===== src/rtl/hazard_fwd_unit.sv =====
// hazard_fwd_unit: load-use/redirect hazard control and operand forwarding for the in-order pipe.
// Define HAZ_PERF_CNT_EN to add the stall/flush/forward event counters.
module hazard_fwd_unit #(
  parameter int DATA_W     = 32,
  parameter int RA_W       = 5,
  parameter int FWD_STAGES = 2,
  parameter int LOAD_LAT   = 0
) (
  input  logic                         clock,
  input  logic                         reset_n,
  input  logic [RA_W-1:0]              fd_rs,
  input  logic [RA_W-1:0]              fd_rt,
  input  logic                         fd_src1,
  input  logic                         fd_src2,
  input  logic                         fd_store,
  input  logic [RA_W-1:0]              dx_rs,
  input  logic [RA_W-1:0]              dx_rt,
  input  logic [RA_W-1:0]              dx_rd,
  input  logic                         dx_src1,
  input  logic                         dx_src2,
  input  logic                         dx_dest,
  input  logic                         dx_load,
  input  logic [DATA_W-1:0]            rs_reg,
  input  logic [DATA_W-1:0]            rt_reg,
  input  logic [FWD_STAGES*DATA_W-1:0] fwd_data,
  input  logic                         redirect,
  input  logic                         dmem_busy,
  output logic [DATA_W-1:0]            a_out,
  output logic [DATA_W-1:0]            b_out,
  output logic                         stall_fd,
  output logic                         bubble_dx,
  output logic                         flush_fd,
  output logic                         flush_dx,
`ifdef HAZ_PERF_CNT_EN
  output logic [31:0]                  stall_cnt,
  output logic [31:0]                  flush_cnt,
  output logic [31:0]                  fwd_cnt,
`endif
  output logic                         freeze
);
  localparam int CW = $clog2(LOAD_LAT + 2);
  logic [CW-1:0] cnt;
  logic [FWD_STAGES-1:0] tag_v, tag_ld;
  logic [FWD_STAGES-1:0][RA_W-1:0] tag_rd;
  logic use_hit, trigger;
  assign freeze = dmem_busy;
  assign flush_fd = redirect;
  assign flush_dx = redirect;
  // with no extra load latency a store's data operand can still be forwarded in time
  assign use_hit = (fd_src1 && fd_rs == dx_rd) ||
                   (fd_src2 && fd_rt == dx_rd && !(fd_store && LOAD_LAT == 0));
  assign trigger = cnt == '0 && dx_load && dx_dest && dx_rd != '0 && use_hit;
  assign stall_fd = !redirect && (trigger || cnt != '0);
  assign bubble_dx = stall_fd;
  // oldest stage first so the youngest matching stage is the last writer
  always_comb begin
    a_out = rs_reg;
    b_out = rt_reg;
    for (int k = FWD_STAGES - 1; k >= 0; k--) begin
      if (dx_src1 && dx_rs != '0 && tag_v[k] && tag_rd[k] == dx_rs) a_out = fwd_data[k*DATA_W +: DATA_W];
      if (dx_src2 && dx_rt != '0 && tag_v[k] && tag_rd[k] == dx_rt) b_out = fwd_data[k*DATA_W +: DATA_W];
    end
  end
  always_ff @(posedge clock) begin
    if (!reset_n) begin
      cnt <= '0;
      tag_v <= '0;
      tag_ld <= '0;
      tag_rd <= '0;
    end else if (!freeze) begin
      cnt <= redirect ? '0 : trigger ? CW'(LOAD_LAT) : cnt - CW'(cnt != '0);
      tag_v <= {tag_v[FWD_STAGES-2:0], dx_dest && dx_rd != '0};
      tag_ld <= {tag_ld[FWD_STAGES-2:0], dx_load};
      tag_rd <= {tag_rd[FWD_STAGES-2:0], dx_rd};
    end
  end
  // a consumer must never reach a load tag before its data is usable
  always_ff @(posedge clock)
    if (reset_n)
      for (int k = 0; k < FWD_STAGES; k++)
        assert (!(tag_v[k] && tag_ld[k] && k < LOAD_LAT + 1 &&
                  ((dx_src1 && tag_rd[k] == dx_rs) || (dx_src2 && tag_rd[k] == dx_rt))));
`ifdef HAZ_PERF_CNT_EN
  logic fwd_hit;
  always_comb begin
    fwd_hit = 1'b0;
    for (int k = 0; k < FWD_STAGES; k++)
      fwd_hit = fwd_hit | (tag_v[k] && ((dx_src1 && dx_rs != '0 && tag_rd[k] == dx_rs) ||
                                        (dx_src2 && dx_rt != '0 && tag_rd[k] == dx_rt)));
  end
  always_ff @(posedge clock) begin
    if (!reset_n) begin
      stall_cnt <= '0;
      flush_cnt <= '0;
      fwd_cnt <= '0;
    end else begin
      stall_cnt <= stall_cnt + 32'(stall_fd && !freeze);
      flush_cnt <= flush_cnt + 32'(redirect);
      fwd_cnt <= fwd_cnt + 32'(fwd_hit);
    end
  end
`endif
endmodule


===== config.mk =====
export PLATFORM = sky130hd
export DESIGN_NAME = hazard_fwd_unit
export DESIGN_NICKNAME = d
export VERILOG_FILES = /design/src/rtl/hazard_fwd_unit.sv
export SDC_FILE = /design/constraint.sdc
export NUM_CORES = 1
export LEC_CHECK = 0
export BUFFER_PORTS_ARGS = -buffer_cell sky130_fd_sc_hd__buf_2
export CORE_ASPECT_RATIO = 1.75
export CORE_UTILIZATION = 30
export DETAILED_ROUTE_END_ITERATION = 12
export MAX_ROUTING_LAYER = met4
export PLACE_DENSITY = 0.66
export SLEW_MARGIN = 5
export SYNTH_ARGS = -nofsm -noshare
export SYNTH_HDL_FRONTEND = slang
export SYNTH_SLANG_ARGS = --single-unit

===== constraint.sdc =====
create_clock -name clock -period 6.1 [get_ports clock]
set_input_delay 1.22 -clock clock [delete_from_list [all_inputs] [get_ports clock]]
set_output_delay 1.22 -clock clock [all_outputs]
set_load 0.01 [all_outputs]

==> flow_metrics.tcl, run 1 <==
set metrics [dict create \
    status "completed" \
    cts_resized 0 \
    rows 45 \
    n_antenna_cell 0 \
    io_buffers 232 \
    synth_top_area_share_pct 15.3 \
    timing.fmax_mhz 196 \
    min_from "tag_v[1]$_SDFFE_PN0N_" \
    die_area_mm2 0.00937 \
    holdPathEnd "tag_v[1]$_SDFFE_PN0N_" \
    synth-seq-cells 12 \
    cp_max_fo 33 \
    period_needed_ns 5.11 \
    wl_per_cell_um 20.5 \
    power_density_mw_per_mm2 109 \
    dr.pass1.iters 5 \
    drcViolationCount 0 \
    yosys.area.top_type "nor4_1" \
    end_kind "output port" \
    start_kind "primary input" \
    crit_path_start "dx_rs[0]" \
    cpPeakStageDelay_ns 1.00 \
    route.antenna.remaining_nets 0 \
    vias 4557 \
    routed_via_density 6.36 \
    worst_pin_slew_ns 1.23 \
    synth_commonest_cells "nor4_1 (66), a31oi_1 (64), o21ai_0 (61)" \
    crit_top_cell "buf_2" \
    drive_gt1_share_pct 42.2 \
    worstPathBufferInverterCount 3 \
    dpl.hpwl_um 10900 \
    cts_tree "yes" \
    tns_ns 0 \
    grt_pass1_wl_um 21300 \
    min_path_cells 2 \
    slew_headroom_pct 17.9 \
    setup-violations-final 0 \
    cp.required_ns 4.88 \
    ff2ff_setup_slack_ns 5.33 \
    coreArea_mm2 0.00867 \
    htree_levels 1 \
    vdd_drop_max_mv 0.172 \
    yosysSeqAreaShare_pct 8.92 \
    met1_usage_pct 33.0 \
    placed_cells_incl_taps 714 \
    crit_path_top_delay_cell "or3_1" \
    met2_usage_pct 55.1 \
    busiest_layer "met2" \
    min_period_over_period_pct 83.7 \
    synth-async-reset-ratio_pct 0 \
    r2r-start "tag_rd[4]$_SDFFE_PN0N_" \
    drv_slew 0 \
    synth_top_flop_cell "dfxtp_1" \
    syn_area_mm2 0.00269 \
    multi_input_area_mm2 0.00216 \
    cts-root-to-sink-buffers 2 \
    grt_use_total_pct 30.1 \
    synth_edf_count 0 \
    numCtsBuffers 3 \
    insertion_delay_ns 0.24 \
    die_x_um 73.6 \
    synth.avg_cell_area_um2 6.47 \
    fin_nets 766 \
    start_util_pct 31.1 \
    final_cell_count_no_fill 717 \
    hold_buffers 0 \
    path_clk_slew_ns 0.05 \
    nFillCells 961 \
    antenna_found_initial 0 \
    total_leakage_power_nw 1.51 \
    cp_top_family "simple AND/OR/NAND/NOR gates" \
    finClkSkew_ns 0.00464 \
    wirelength_um 14700 \
    ys_top_cells_by_area "nor4_1 (15%), a31oi_1 (15%), o21ai_0 (11%)" \
    io_pins 233 \
    clkSinkCount 12 \
    synth_cells 416 \
    crit_type "primary input to output port" \
    ys_types 32 \
    cts_setup_buffers 0 \
    drv_cap 0 \
    gp_congestion 0.955 \
    path_cells "buf_2 -> nor4_2 -> a21bo_2 -> buf_4 -> or3_1 -> a31oi_1 -> buf_2" \
    drt_iter0_markers 385 \
    yosys_warnings 0 \
    syn_nets 580 \
    gr-usage-met3_pct 2.76 \
    cts-root-buf "clkbuf_16" \
    rsz0062_at_grt "no" \
    grt_pass1_vias 4155 \
    hp-class "flip-flop to flip-flop" \
    arrival_ns 3.89 \
    synth_most_common_cell "nor4_1" \
    register_area_um2 240 \
    reg2reg_to "tag_rd[9]$_SDFFE_PN0N_" \
    area_growth_syn_to_layout_pct 44.0 \
    grt_overflow 0 \
    grt_max_degree 34 \
    hold_viol 0 \
    reg2regPathDepth 2 \
    fp.dieH_um 127 \
]
-- metal layers --
layer,routed length (um),up-vias,part of all wire (%)
met5,0,-,0
met4,641,0,4.4
met3,1250,73,8.5
met2,7730,388,52
met1,5110,2063,35
li1,-,2033,-
-- report_power, final --
part	switching, W	internal (W)	total (W)
Combinational	0.000124	0.0000898	0.000214
Sequential	0.00000520	0.0000824	0.0000876
Clock	0.0000338	0.0000854	0.000119
-- tightest hold or removal path, cell delays in order (launching register included) --
cell and delay (ns):
dfxtp_1 0.33, mux2i_1 0.14, nor2b_1 0.07
-- worst max-delay path by stage --
stage,to,slack [ns],depth (start not counted)
final,a_out[0],0.99,7
after global routing,a_out[0],0.77,7
after CTS,a_out[0],0.96,7
after detailed placement,a_out[0],0.98,7
after global placement,a_out[0],1.07,7
after floorplan,stall_fd,2.11,5
-- registers in the layout, indices dropped and copies added (netlist names) --
signal / count
tag_rd: 10
tag_v: 2
-- metrics by stage --
stage,instance area (um^2),utilization (%),hold WS [ns],total power (W),setup slack [ns]
floorplan,2690,-,0.515,0.000188,2.11
global placement,3800,43.8,0.546,0.000296,1.07
detailed placement,3800,43.8,0.571,0.000298,0.977
global route,3880,44.7,0.593,0.000440,0.769
CTS,3880,44.7,0.577,0.000418,0.961
finish,3880,44.7,0.580,0.000421,0.993
-- layout by cell type (no fill, tap or decap), types with 2 or more instances in the layout --
cell type / instances
nand3_1: 33
clkbuf_16: 3
a31oi_1: 64
inv_1: 2
nand2_1: 4
o21ai_0: 61
nand4_1: 36
nor2b_1: 11
and4_1: 2
dfxtp_1: 12
buf_2: 232
or3_1: 2
o21ai_1: 5
buf_4: 12
nor4_1: 66
mux2i_1: 11
xor2_1: 9
and2_1: 3
xnor2_1: 21
-- cell families (layout without fill, tap and decap cells) --
family	after synthesis	after routing	share of synthesized area, %
compound gates	137	137	29.7
xor+xnor	30	30	9.76
buf+inv	65	249	11.3
flops	12	12	8.92
simple gates	161	161	36.2
mux	11	11	4.09
-- final cells by class --
| type | instances | share of cell area (%) |
|---|---|---|
| inverters | 2 | 0.194 |
| multi-input cells | 339 | 55.6 |
| repair buffers | 244 | 32.3 |
| well taps | 117 | 3.78 |
| flip-flops and latches | 12 | 6.20 |
| clock buffers | 3 | 1.94 |
Note: power is estimated with default switching activity, not from simulation.
==> inputs of run 2 (changes only) <==
- PLACE_DENSITY: 0.66 -> 0.68
- clock period: 6.1 -> 4.49 ns (I/O delays scaled with it)
==> run 2 against run 1 <==
- largest power group unchanged
- utilization is 0.85 points higher
- flip-flop and latch count stayed put
- sequential power increased by 36%
==> flow_metrics.tcl, run 2 (synthesis results as in run 1) <==
set metrics [dict create \
    final_common_cell "buf_2" \
    tns_ns 0 \
    cts_tree "yes" \
    cp.required_ns 3.59 \
    dr.pass1.iters 5 \
    worst_slack_ns 0.723 \
    path_clk_slew_ns 0.05 \
    most-common-layout-cells "buf_2 (232), nor4_1 (66), a31oi_1 (64)" \
    die_x_um 73.6 \
    grt_use_total_pct 30.8 \
    arrival_ns 2.87 \
    drv_slew 0 \
    final_cell_area_mm2 0.00395 \
    htree_levels 1 \
    top_register "tag_rd" \
    hold_buffers 0 \
    insertion_delay_ns 0.25 \
    end_kind "output port" \
    crit_top_cell "buf_2" \
    drt_iter0_markers 369 \
    final_cell_count_no_fill 725 \
    fp.dieH_um 127 \
    grt_max_degree 33 \
    numCtsBuffers 3 \
    drive_gt1_share_pct 42.8 \
    cts-root-buf "clkbuf_16" \
    min_period_over_period_pct 83.9 \
    rows 45 \
    finClkSkew_ns 0.00468 \
    crit_type "primary input to output port" \
    period_needed_ns 3.77 \
    dpl.hpwl_um 11500 \
    routed_via_density 6.15 \
    die_area_mm2 0.00937 \
    hp-class "flip-flop to flip-flop" \
    cts-root-to-sink-buffers 2 \
    grt_pass1_vias 4227 \
    reg.largest.list "tag_rd x10, tag_v x2" \
    io_buffers 232 \
    timing.fmax_mhz 265 \
    vdd_drop_max_mv 0.211 \
    largest_reg_flops 10 \
    cts_resized 0 \
    pre_cts_slack_ns 0.713 \
    start_kind "primary input" \
    crit_path_top_delay_cell "a211o_1" \
    slew_headroom_pct 16.7 \
    nFillCells 945 \
    cp_max_fo 19 \
    placed_area_mm2 0.00386 \
    setup-violations-final 0 \
    fin_nets 772 \
    start_util_pct 31.1 \
    clkSinkCount 12 \
    wl_per_cell_um 20.5 \
    gp_congestion 0.957 \
    status "completed" \
    area_growth_syn_to_layout_pct 46.7 \
    total_leakage_power_nw 1.55 \
    cpPeakStageDelay_ns 0.57 \
    coreArea_mm2 0.00867 \
    cts_setup_buffers 0 \
    drv_cap 0 \
    placed_cells_incl_taps 720 \
    grt_overflow 0 \
    wirelength_um 14900 \
    postLayoutCoreUtil_pct 45.6 \
    antenna_found_initial 1 \
    path_cells "buf_2 -> nor4_2 -> a211o_1 -> buf_4 -> o21ai_0 -> a31oi_1 -> buf_2" \
    rsz0062_at_grt "no" \
    io_pins 233 \
    route.antenna.remaining_nets 0 \
    hold_viol 0 \
    power_density_mw_per_mm2 152 \
    worst_pin_slew_ns 1.25 \
    grt_pass1_wl_um 21700 \
    drcViolationCount 0 \
    vias 4460 \
]
==> run 2: cell count changes in the layout (fill, tap and decap cells not counted), sizes merged <==
| cell | change |
|---|---|
| diode | +1 |
| buf | +6 |
| clkbuf | +1 |
==> run 2: cell type report <==
cell class                      instances  area [um^2]  area share (%)
Sequential cell                        12          240            6.08
Antenna cell                            1         2.50          0.0634
Tap cell                              117          146            3.71
Inverter                                2         7.51           0.190
Timing Repair Buffer                  250         1310            33.1
Clock buffer                            4         88.8            2.25
Multi-Input combinational cell        339         2160            54.6
==> run 2: through the flow <==
step           hold WS, ns  total power (W)
2_1_floorplan        0.515         0.000255
3_3_place_gp         0.540         0.000406
3_5_place_dp         0.559         0.000409
4_1_cts              0.567         0.000597
5_1_grt              0.578         0.000627
6_report             0.568         0.000602
==> run 2: critical path: cells and delay by family <==
family          cells  cell delay [ns]
compound gates      3             0.89
buf+inv             3             0.58
simple gates        1             0.48
==> run 2: where the power goes <==
part | internal, W | leakage (nW) | switching [W] | total [W]
registers | 0.000112 | 0.0983 | 0.00000680 | 0.000119
clock network | 0.000135 | 0.0442 | 0.0000536 | 0.000189
logic | 0.000123 | 1.41 | 0.000171 | 0.000294
==> run 2: routing by layer <==
layer  routed length, um  track usage (%)  vias to the layer above
li1                    -                -                     2053
met1                5310             33.2                     2011
met2                7810             55.5                      334
met3                1090             2.29                       62
met4                 663             14.0                        0
met5                   0                -                        -
==> run 2: path summary, 6_finish.rpt <==
kind | from | slack, ns | cells after the start | end
max reg2reg | tag_v[0]$_SDFFE_PN0N_ | 3.74 | 3 | tag_v[0]$_SDFFE_PN0N_
min | tag_v[0]$_SDFFE_PN0N_ | 0.57 | 2 | tag_v[1]$_SDFFE_PN0N_
max | dx_rs[0] | 0.72 | 7 | a_out[29]
min reg2reg | tag_v[0]$_SDFFE_PN0N_ | 0.57 | 2 | tag_v[1]$_SDFFE_PN0N_
==> inputs of run 3 (changes only) <==
- clock period: 4.49 -> 3.4 ns (I/O delays scaled with it)
==> run 3 against run 2 <==
- die area is the same
- cell count is 1.1% higher
- first-iteration DRC count up 0.81%
- routed wire length grew 0.98%
- register-to-register slack got worse by 1.1 ns
- sequential share of layout area shrank 0.10 points
- critical endpoint is now b_out[23]
- largest cell class unchanged
==> flow_metrics.tcl, run 3 (synthesis results as in run 1) <==
set metrics [dict create \
    status "completed" \
    grt_use_total_pct 31.4 \
    drv_cap 0 \
    gp_congestion 0.944 \
    crit_path_top_delay_cell "or4_4" \
    io_pins 233 \
    cts-root-buf "clkbuf_16" \
    fp.dieH_um 127 \
    wl_per_cell_um 20.5 \
    tns_ns 0 \
    hp-class "flip-flop to flip-flop" \
    arrival_ns 2.37 \
    cts_setup_buffers 0 \
    htree_levels 1 \
    path_cells "buf_2 -> or4_4 -> o211ai_2 -> buf_12 -> o21ai_0 -> a31oi_1 -> buf_2" \
    period_needed_ns 3.05 \
    vdd_drop_max_mv 0.313 \
    slew_headroom_pct 52.0 \
    holdPathEnd "tag_v[1]$_SDFFE_PN0N_" \
    cp_max_fo 32 \
    top_register "tag_rd" \
    placed_cells_incl_taps 727 \
    most-common-layout-cells "buf_2 (232), nor4_1 (66), a31oi_1 (64)" \
    rsz0062_at_grt "no" \
    cts_tree "yes" \
    io_buffers 232 \
    dpl.hpwl_um 11400 \
    timing.fmax_mhz 328 \
    intPower_w 0.000494 \
    vias 4517 \
    hold_buffers 0 \
    power_density_mw_per_mm2 198 \
    drt_iter0_markers 372 \
    ff2ff_setup_slack_ns 2.68 \
    placed_area_mm2 0.00392 \
    path_clk_slew_ns 0.04 \
    min_path_cells 2 \
    reg2reg_to "tag_v[0]$_SDFFE_PN0N_" \
    cp.required_ns 2.72 \
    cts-root-to-sink-buffers 2 \
    wirelength_um 15000 \
    cts_resized 0 \
    rows 45 \
    largest_reg_flops 10 \
    crit_type "primary input to output port" \
    clkSinkCount 12 \
    antenna_found_initial 2 \
    final_cell_count_no_fill 733 \
    p_total_w 0.000795 \
    drcViolationCount 0 \
    drv_slew 0 \
    numCtsBuffers 3 \
    total_leakage_power_nw 1.58 \
    coreArea_mm2 0.00867 \
    fin_nets 779 \
    end_kind "output port" \
    worst_pin_slew_ns 0.714 \
    r2r-start "tag_v[0]$_SDFFE_PN0N_" \
    start_kind "primary input" \
    finClkSkew_ns 0.00111 \
    swShare_pct 37.8 \
    grt_overflow 0 \
    route.antenna.remaining_nets 0 \
    final_cell_area_mm2 0.00402 \
    switching_power_w 0.000301 \
    drive_gt1_share_pct 43.5 \
    pwr-share-seq_pct 19.7 \
    final_common_cell "buf_2" \
    reg2regPathDepth 3 \
    routed_via_density 6.16 \
    start_util_pct 31.1 \
    grt_pass1_vias 4264 \
    insertion_delay_ns 0.24 \
    cpPeakStageDelay_ns 0.57 \
    min_from "tag_v[0]$_SDFFE_PN0N_" \
    hold_viol 0 \
    grt_pass1_wl_um 22100 \
    crit_top_cell "buf_2" \
    min_period_over_period_pct 89.6 \
    dr.pass1.iters 6 \
    pwr-share-clk_pct 30.3 \
    setup-violations-final 0 \
    grt_max_degree 33 \
    reg.largest.list "tag_rd x10, tag_v x2" \
    area_growth_syn_to_layout_pct 49.2 \
    postLayoutCoreUtil_pct 46.3 \
    power_frac_comb_pct 50.0 \
    die_area_mm2 0.00937 \
    die_x_um 73.6 \
]
-- run 3: cell types whose count changed in the layout (fill, tap and decap cells not counted) --
cell     delta
diode_2     +1
buf_4       +6
buf_12      +1
-- run 3: power groups by stage --
stage               combinational (W)  clock, W  sequential (W)
floorplan                    0.000180         0        0.000157
global placement             0.000387         0        0.000158
detailed placement           0.000390         0        0.000159
CTS                          0.000393  0.000242        0.000156
global route                 0.000425  0.000250        0.000157
finish                       0.000398  0.000241        0.000157
-- run 3: worst max path at each step --
stage | start | endpoint | slack, ns | cells after the start
6_report | dx_rt[1] | b_out[23] | 0.35 | 7
5_1_grt | dx_rt[1] | b_out[23] | 0.26 | 7
4_1_cts | dx_rt[1] | b_out[23] | 0.35 | 7
2_1_floorplan | dx_rd[1] | stall_fd | 0.49 | 5
3_5_place_dp | dx_rt[1] | b_out[23] | 0.35 | 7
3_3_place_gp | dx_rt[1] | b_out[23] | 0.38 | 7
-- run 3: final cells by class --
cell class                 instances  area (um^2)
fill                             938         4650
multi-input combinational        339         2160
clock buffer                       4         88.8
tap                              117          146
inverter                           2         7.51
sequential                        12          240
timing repair buffer             257         1370
antenna                            2         5.00
-- run 3: layer usage --
layer	GRT usage, %	part of all wire [%]	vias up
met4	12.6	3.9	0
met2	55.8	53	301
met1	35.3	37	2108
met3	2.37	6.5	43
met5	-	0	-
li1	-	-	2065
-- run 3: worst max-delay path: cells and delay by family --
kind	cells	cell delay, ns
AOI/OAI and AO/OA	3	0.59
and+or+nand+nor	1	0.57
buffers and inverters	3	0.53
-- run 3: per-stage QoR --
step / hold slack [ns] / setup WS (ns)
final: 0.553 / 0.354
after global routing: 0.593 / 0.258
after CTS: 0.555 / 0.351
after detailed placement: 0.548 / 0.354
after global placement: 0.538 / 0.384
after floorplan: 0.515 / 0.487
